[config.mk]
export PLATFORM = sky130hd
export DESIGN_NAME = fix_msg_serializer
export DESIGN_NICKNAME = d
export VERILOG_FILES = /design/src/rtl/fix_msg_serializer.sv
export SDC_FILE = /design/constraint.sdc
export NUM_CORES = 1
export LEC_CHECK = 0
export CAP_MARGIN = 20
export CORE_ASPECT_RATIO = 0.5
export CORE_UTILIZATION = 45
export CTS_CLUSTER_SIZE = 8
export DETAILED_ROUTE_END_ITERATION = 10
export GPL_ROUTABILITY_DRIVEN = 0
export PLACE_DENSITY_LB_ADDON = 0.3
export SLEW_MARGIN = 5
export SYNTH_ARGS = -nofsm -noshare
export SYNTH_HDL_FRONTEND = slang
export SYNTH_SLANG_ARGS = --single-unit
[constraint.sdc]
create_clock -name clk -period 5.7 [get_ports clk]
set_clock_uncertainty 0.2 [all_clocks]
set_input_delay 0.57 -clock clk [delete_from_list [all_inputs] [get_ports clk]]
set_output_delay 0.57 -clock clk [all_outputs]
set_load 0.03 [all_outputs]
[src/rtl/fix_msg_serializer.sv]
// FIX field serializer: emits "tag=value<SOH>" per accepted field and, on the last
// field of a message, the trailer "10=ddd<SOH>" carrying the byte sum mod 256.
module fix_msg_serializer #(
    parameter int          TAG_BYTES = 4,
    parameter int          VAL_BYTES = 16,
    parameter logic [7:0]  SOH       = 8'h01,
    parameter int          TLEN_W    = $clog2(TAG_BYTES + 1),
    parameter int          VLEN_W    = $clog2(VAL_BYTES + 1)
) (
    input  logic                   clk,
    input  logic                   rst,
    input  logic                   field_valid_i,
    output logic                   field_ready_o,
    input  logic [8*TAG_BYTES-1:0] tag_i,
    input  logic [TLEN_W-1:0]      tag_len_i,
    input  logic [8*VAL_BYTES-1:0] val_i,
    input  logic [VLEN_W-1:0]      val_len_i,
    input  logic                   last_i,
    input  logic                   abort_i,
    output logic [7:0]             data_o,
    output logic                   data_valid_o,
    input  logic                   data_ready_i,
    output logic                   eom_o,
    output logic [7:0]             checksum_o
);

    localparam int CNT_W = (TLEN_W > VLEN_W) ? TLEN_W : VLEN_W;

    localparam logic [3:0] S_IDLE  = 4'd0;
    localparam logic [3:0] S_TAG   = 4'd1;
    localparam logic [3:0] S_EQ    = 4'd2;
    localparam logic [3:0] S_VAL   = 4'd3;
    localparam logic [3:0] S_FSOH  = 4'd4;
    localparam logic [3:0] S_CK1   = 4'd5;
    localparam logic [3:0] S_CK0   = 4'd6;
    localparam logic [3:0] S_CKEQ  = 4'd7;
    localparam logic [3:0] S_CKD2  = 4'd8;
    localparam logic [3:0] S_CKD1  = 4'd9;
    localparam logic [3:0] S_CKD0  = 4'd10;
    localparam logic [3:0] S_CKSOH = 4'd11;

    localparam logic [7:0]        ASCII_0 = 8'h30;
    localparam logic [7:0]        ASCII_1 = 8'h31;
    localparam logic [7:0]        ASCII_EQ = 8'h3D;
    localparam logic [TLEN_W-1:0] TAG_MAX = TLEN_W'(TAG_BYTES);
    localparam logic [VLEN_W-1:0] VAL_MAX = VLEN_W'(VAL_BYTES);

    logic [3:0]             r_state;
    logic [8*TAG_BYTES-1:0] r_tag;
    logic [8*VAL_BYTES-1:0] r_val;
    logic [VLEN_W-1:0]      r_vlen;
    logic [CNT_W-1:0]       r_cnt;
    logic                   r_last;
    logic [7:0]             r_data;
    logic                   r_valid;
    logic                   r_eom;
    logic [7:0]             r_chk;

    logic [TLEN_W-1:0]      w_tlen;
    logic [VLEN_W-1:0]      w_vlen;
    logic                   w_accept;
    logic                   w_summed;

    always_comb begin
        w_tlen = tag_len_i;
        if (tag_len_i == '0)
            w_tlen = TLEN_W'(1);
        else if (tag_len_i > TAG_MAX)
            w_tlen = TAG_MAX;
        w_vlen = (val_len_i > VAL_MAX) ? VAL_MAX : val_len_i;
    end

    assign w_accept = r_valid & data_ready_i;
    assign w_summed = (r_state == S_TAG) || (r_state == S_EQ) ||
                      (r_state == S_VAL) || (r_state == S_FSOH);

    // r_tag/r_val shift right as bytes go out; r_cnt counts bytes still queued behind r_data
    always_ff @(posedge clk or negedge rst) begin
        if (!rst) begin
            r_state <= S_IDLE;
            r_tag   <= '0;
            r_val   <= '0;
            r_vlen  <= '0;
            r_cnt   <= '0;
            r_last  <= 1'b0;
            r_data  <= '0;
            r_valid <= 1'b0;
            r_eom   <= 1'b0;
            r_chk   <= '0;
        end else if (abort_i) begin
            r_state <= S_IDLE;
            r_valid <= 1'b0;
            r_eom   <= 1'b0;
            r_chk   <= '0;
        end else if (r_state == S_IDLE) begin
            if (field_valid_i) begin
                r_tag   <= tag_i >> 8;
                r_val   <= val_i;
                r_vlen  <= w_vlen;
                r_cnt   <= CNT_W'(w_tlen - TLEN_W'(1));
                r_last  <= last_i;
                r_data  <= tag_i[7:0];
                r_valid <= 1'b1;
                r_state <= S_TAG;
            end
        end else if (w_accept) begin
            if (w_summed)
                r_chk <= r_chk + r_data;
            case (r_state)
                S_TAG: begin
                    if (r_cnt != '0) begin
                        r_data <= r_tag[7:0];
                        r_tag  <= r_tag >> 8;
                        r_cnt  <= r_cnt - CNT_W'(1);
                    end else begin
                        r_data  <= ASCII_EQ;
                        r_state <= S_EQ;
                    end
                end
                S_EQ: begin
                    if (r_vlen == '0) begin
                        r_data  <= SOH;
                        r_state <= S_FSOH;
                    end else begin
                        r_data  <= r_val[7:0];
                        r_val   <= r_val >> 8;
                        r_cnt   <= CNT_W'(r_vlen - VLEN_W'(1));
                        r_state <= S_VAL;
                    end
                end
                S_VAL: begin
                    if (r_cnt != '0) begin
                        r_data <= r_val[7:0];
                        r_val  <= r_val >> 8;
                        r_cnt  <= r_cnt - CNT_W'(1);
                    end else begin
                        r_data  <= SOH;
                        r_state <= S_FSOH;
                    end
                end
                S_FSOH: begin
                    if (r_last) begin
                        r_data  <= ASCII_1;
                        r_state <= S_CK1;
                    end else begin
                        r_valid <= 1'b0;
                        r_state <= S_IDLE;
                    end
                end
                S_CK1: begin
                    r_data  <= ASCII_0;
                    r_state <= S_CK0;
                end
                S_CK0: begin
                    r_data  <= ASCII_EQ;
                    r_state <= S_CKEQ;
                end
                // r_chk already includes the final field SOH and stays frozen from here
                S_CKEQ: begin
                    r_data  <= ASCII_0 + r_chk / 8'd100;
                    r_state <= S_CKD2;
                end
                S_CKD2: begin
                    r_data  <= ASCII_0 + (r_chk / 8'd10) % 8'd10;
                    r_state <= S_CKD1;
                end
                S_CKD1: begin
                    r_data  <= ASCII_0 + r_chk % 8'd10;
                    r_state <= S_CKD0;
                end
                S_CKD0: begin
                    r_data  <= SOH;
                    r_eom   <= 1'b1;
                    r_state <= S_CKSOH;
                end
                S_CKSOH: begin
                    r_valid <= 1'b0;
                    r_eom   <= 1'b0;
                    r_chk   <= '0;
                    r_state <= S_IDLE;
                end
                default: begin
                    r_valid <= 1'b0;
                    r_eom   <= 1'b0;
                    r_state <= S_IDLE;
                end
            endcase
        end
    end

    assign field_ready_o = (r_state == S_IDLE);
    assign data_o        = r_data;
    assign data_valid_o  = r_valid;
    assign eom_o         = r_eom;
    assign checksum_o    = r_chk;

endmodule

; After elaboration in Yosys (flattened, before gate mapping)
; Index checks and enable logic that the tools add are counted.
[op_classes]
addsub = 7
bitwise = 2
div = 4
n_lt_le_gt_ge = 2
n_mux = 52
reduce_logical = 28
n_eq_ne = 23
[ops]
columns = operator, count
row1 = $mux W128, 5
row2 = $pmux W128 S2, 1
row3 = $mux W32, 5
row4 = $mux W8, 12
row5 = $pmux W8 S10, 1
row6 = $pmux W4 S10, 1
row7 = $mux W5, 6
row8 = $add A6 B8 Y8 const A, 3
row9 = $mux W4, 6
row10 = $reduce_or A9 Y1, 2
row11 = $eq A4 B3 Y1 const B, 4
row12 = $eq A4 B4 Y1 const B, 4
row13 = $mod A8 B4 Y8 const B, 2
row14 = $mux W3, 4
row15 = $ne A4 B4 Y1 const B, 3
row16 = $reduce_and A6 Y1, 2
row17 = $reduce_bool A3 Y1, 4
row18 = $reduce_bool A11 Y1, 1
row19 = $pmux W5 S2, 1
row20 = $reduce_and A5 Y1, 2
row21 = $sub A5 B1 Y5 const B, 2
row22 = $reduce_and A3 Y1, 3
row23 = $add A8 B8 Y8, 1
row24 = $div A8 B4 Y8 const B, 1
row25 = 23 further kinds, 42
[word_totals]
ff_bits = 193
inputBits = 174
out_inout_bits = 19
wordCells = 128

; Longest topological paths before layout
[logic_depth]
word_depth = 9
depth_mapped = 27
ltp_nobuf = 26

; Worst setup path after synthesis
; OpenSTA, ideal clock, no wires.
[synth_path]
path_type = register to register
startpoint = register r_chk[3] (netlist: checksum_o[3])
endpoint = register r_data[5] (netlist: data_o[5])
path_stages_with_launch = 27
t_arrival_ns = 4.992
n_path_buf = 1
setup_slack_ns = 0.372
required_time_ns = 5.364
synth_period_minus_slack_ns = 5.328
setup_ns = 0.136
path_cell_list = dfrtp_1 -> clkbuf_1 -> inv_1 -> ha_1 -> or2_2 -> nor4_2 -> o32ai_1 -> o21ai_2 -> ha_1 -> o2111ai_1 -> o31a_4 -> nor2_1 -> a21oi_1 -> ha_1 -> a21oi_1 -> o21a_1 -> o211ai_1 -> mux2i_1 -> nor2_1 -> ha_1 -> nand2_1 -> a21oi_1 -> nor2_1 -> a221oi_1 -> nor3_1 -> a21oi_1 -> o21ai_0
[synth_between]
elab_chain_cells = 6
elab_cells_between_ends = 10
cone_classes = add/sub (3) / div (4) / mux (3)
[synth_lines]
columns = element, line
row1 = start: declaration, 57  ; logic [7:0] r_chk;
row2 = start signal: assignment, 108  ; r_chk <= r_chk + r_data;
row3 = $div A8 B4 Y8, 164  ; r_data <= ASCII_0 + (r_chk / 8'd10) % 8'd10;
row4 = $mod A8 B4 Y8, 164
row5 = $add A6 B8 Y8, 164
row6 = $pmux W8 S10 *, 109  ; case (r_state)
row7 = $mux W8 *, 106  ; end else if (w_accept) begin
row8 = $mux W8 *, 95  ; end else if (r_state == S_IDLE) begin
row9 = end signal: assignment, 112  ; r_data <= r_tag[7:0];
row10 = end signal: assignment, 164
row11 = end signal: assignment, 168  ; r_data <= ASCII_0 + r_chk % 8'd10;
row12 = end: declaration, 54  ; logic [7:0] r_data;
; Mark *: on every way between the ends. The rest lies on a longest branch, timed or not. The select of a mux whose other input is x is not followed.
; A chain may end at the register's enable or synchronous reset.

; Worst setup path in the final report
; Ends and elaborated chain as after synthesis.

==> metrics.yaml <==
place:
  io_buffers: 192
  pre_cts_slack_ns: 0.2387
  placed_area_sq_mm: 0.01266
  dpl.hpwl_mm: 19.70
timing:
  finalSetupViolCount: 0
  fin_ws_ns: 0.2761
  hold_viol: 5
  worstMarginPinSlew_ns: 1.001
  clock.fmax_mhz: 184.4
  hold_ws_ns: -0.01409
  slew_headroom_pct: 32.73
  period_needed_ns: 5.424
  report.final.slew_viol_count: 0
  fin_crit_sh_pct: 95.16
logic_synthesis:
  synth_top_family_by_area: "compound AO/OA/AOI/OAI gates"
  synthMuxAreaShare_pct: 13.42
  synth-edff-count: 0
  synth_cell_types: 88
  synthAdderAreaFrac_pct: 2.523
  syn_area_sq_mm: 0.01052
  ys_seq_elements: 185
  seq_area_frac_synth_pct: 44.03
  synth_top_area_cell: "dfrtp_1"
  synthXorXnorAreaFrac_pct: 1.249
  synth_fp_nets: 1350
  synthTopCellsByArea: "dfrtp_1, mux2i_1, o21ai_0"
  yosysWarnings: 0
  synth_flop_cell: "dfrtp_1"
  syn_inst: 1157
  avgSynthCellArea_sq_um: 9.088
  synth_compound_area_share_pct: 18.82
  async_reset_ff_share_pct: 100.0
  yosys.area_share.simple_pct: 15.61
  yosys.area.top_type_share_pct: 44.03
worst_setup_path:
  path_class: "reg2reg"
  crit_arrival_ns: 5.51
  required_ns: 5.79
  startpoint_type: "flop"
  r2r_cells: 25
  endpoint_kind: "flop"
  cp_max_fo: 8
final_layout:
  fin_nets: 1502
  diodes: 0
  mostFrequentLayoutCell: "nand2_1"
  n_fill_cell: 1974
  layout-drive-gt1-share_pct: 7.186
  area_growth_pct: 26.90
  utilization_pct: 58.31
  final_cell_mix: "nand2_1, clkdlybuf4s50_1, dfrtp_1"
  fin_area_sq_mm: 0.01334
outcome:
  outcome: "finished with violations"
  violations: "negative hold slack"
global_route:
  antenna_found_initial: 0
  grt_usage_pct: 23.14
  grt_max_degree: 115
  grt_pass1_wl_mm: 44.02
  grt_pass1_vias: 8621
  grt.overflow.total: 0
route:
  postRouteAntennaNets: 0
  wl_mm: 27.64
  firstDrtPassIters: 8
  num_vias: 9098
  drc: 0
  avgViaCountPerCell: 5.585
  drt_iter0_drc: 777
  wl_per_cell_um: 16.97
pwr:
  ir_drop_mv: 0.1899
  p_leak_nw: 6.119
  pwr_density_cell_mw_per_mm2: 334.1
  p_total_w: 0.004458
floorplan:
  io_pins: 193
  start_util_pct: 45.95
  die-area_sq_mm: 0.02402
  die_w_um: 218.2
  core_area_sq_mm: 0.02289
  dieHeight_um: 110.1
  fp-row-count: 39
run:
  maxCapViolations: 0
clock_network:
  cts-root-buf: "clkbuf_16"
  cts_htree_levels: 4
  ctsHoldBuffers: 0
  cts_tree: "yes"
  clkLatencyLatePin_ns: 0.43
  clock_path_buffers: 2
  clk_pin_slew_ns: 0.07
  cts_buffers: 17
  cts.sinks: 185
hold_path:
  hold_path.class: "in2async"
[metrics by stage]
step	instances	setup TNS (ns)
floorplan	1157	0
global placement	1593	0
detailed placement	1593	0
CTS	1625	0
global route	1629	-0.06601
finish	1629	0
[critical path, cell delays in order, from the launching register on]
cell and delay (ns):
dfrtp_1 0.44, inv_1 0.12, ha_2 0.25, or2_2 0.38
nor4_4 0.39, o32ai_2 0.18, o21ai_4 0.24, ha_1 0.25
o2111ai_1 0.18, o31a_4 0.39, nor2_1 0.12, a21oi_1 0.08
ha_1 0.24, a21oi_1 0.12, o21a_1 0.14, o211ai_1 0.10
mux2i_1 0.26, nor2_1 0.08, ha_1 0.30, nand2_1 0.06
a21oi_1 0.15, nor2_1 0.06, a221oi_1 0.25, nor3_1 0.08
a21oi_1 0.14, o21ai_0 0.09
[timing repair]
action                                  in CTS  in global routing
endpoints found under the setup margin       0                  1
setup buffers                                0                  3
gates resized for setup                      0                  6
[final timing paths]
| kind | start | end | slack (ns) |
|---|---|---|---|
| min | rst | checksum_o[3] | -0.01 |
| max reg2reg | checksum_o[3] | data_o[5] | 0.28 |
| min in group clk | r_val[53] | r_val[53] | 0.28 |
| min reg2reg | r_val[53] | r_val[53] | 0.28 |
| max in group asynchronous | rst | r_val[39] | 4.10 |
| max | checksum_o[3] | data_o[5] | 0.28 |
[kinds of logic (layout without fill, tap and decap cells)]
group | count (synthesis) | after routing
flops | 185 | 185
xor+xnor | 15 | 15
buf+inv | 110 | 275
simple gates | 367 | 367
mux | 138 | 138
compound gates | 321 | 321
fa+ha+maj | 21 | 21
[layout make-up]
cell class              count  area, sq um  share of cell area, %
clock buffers              18        429.2                  3.216
clock inverters            14        185.2                  1.388
inverters                  32        127.6                 0.9564
multi-input cells         862         5483                  41.09
flip-flops and latches    185         4629                  34.69
well taps                 307        384.1                  2.879
repair buffers            211         2106                  15.78
[sequential cells by signal (all words and copies together) (netlist names)]
| register | count |
|---|---|
| r_cnt | 5 |
| checksum_o | 8 |
| r_vlen | 5 |
| data_valid_o | 1 |
| eom_o | 1 |
| r_tag | 24 |
| r_state | 4 |
| data_o | 8 |
| r_last | 1 |
| r_val | 128 |
[synthesized netlist by cell type, drive strengths merged, types with 9 or more instances]
| cell type | instances |
|---|---|
| a21oi | 40 |
| a31oi | 24 |
| clkbuf | 69 |
| dfrtp | 185 |
| ha | 18 |
| inv | 30 |
| mux2i | 130 |
| nand2 | 205 |
| nand2b | 9 |
| nand3 | 25 |
| nor2 | 60 |
| nor3 | 20 |
| o21ai | 170 |
[where the power goes]
part           switching (W)  internal, W
clock               0.000556     0.000705
sequential          0.000280      0.00174
combinational       0.000624     0.000548
total                0.00146      0.00300
[layer usage]
layer | track usage (%) | share of wire [%]
met1 | 29.58 | 43
met2 | 39.61 | 49
met3 | 4.609 | 5.2
met4 | 7.842 | 2.7
met5 | 0 | 0
(Power assumes the default switching activity.)
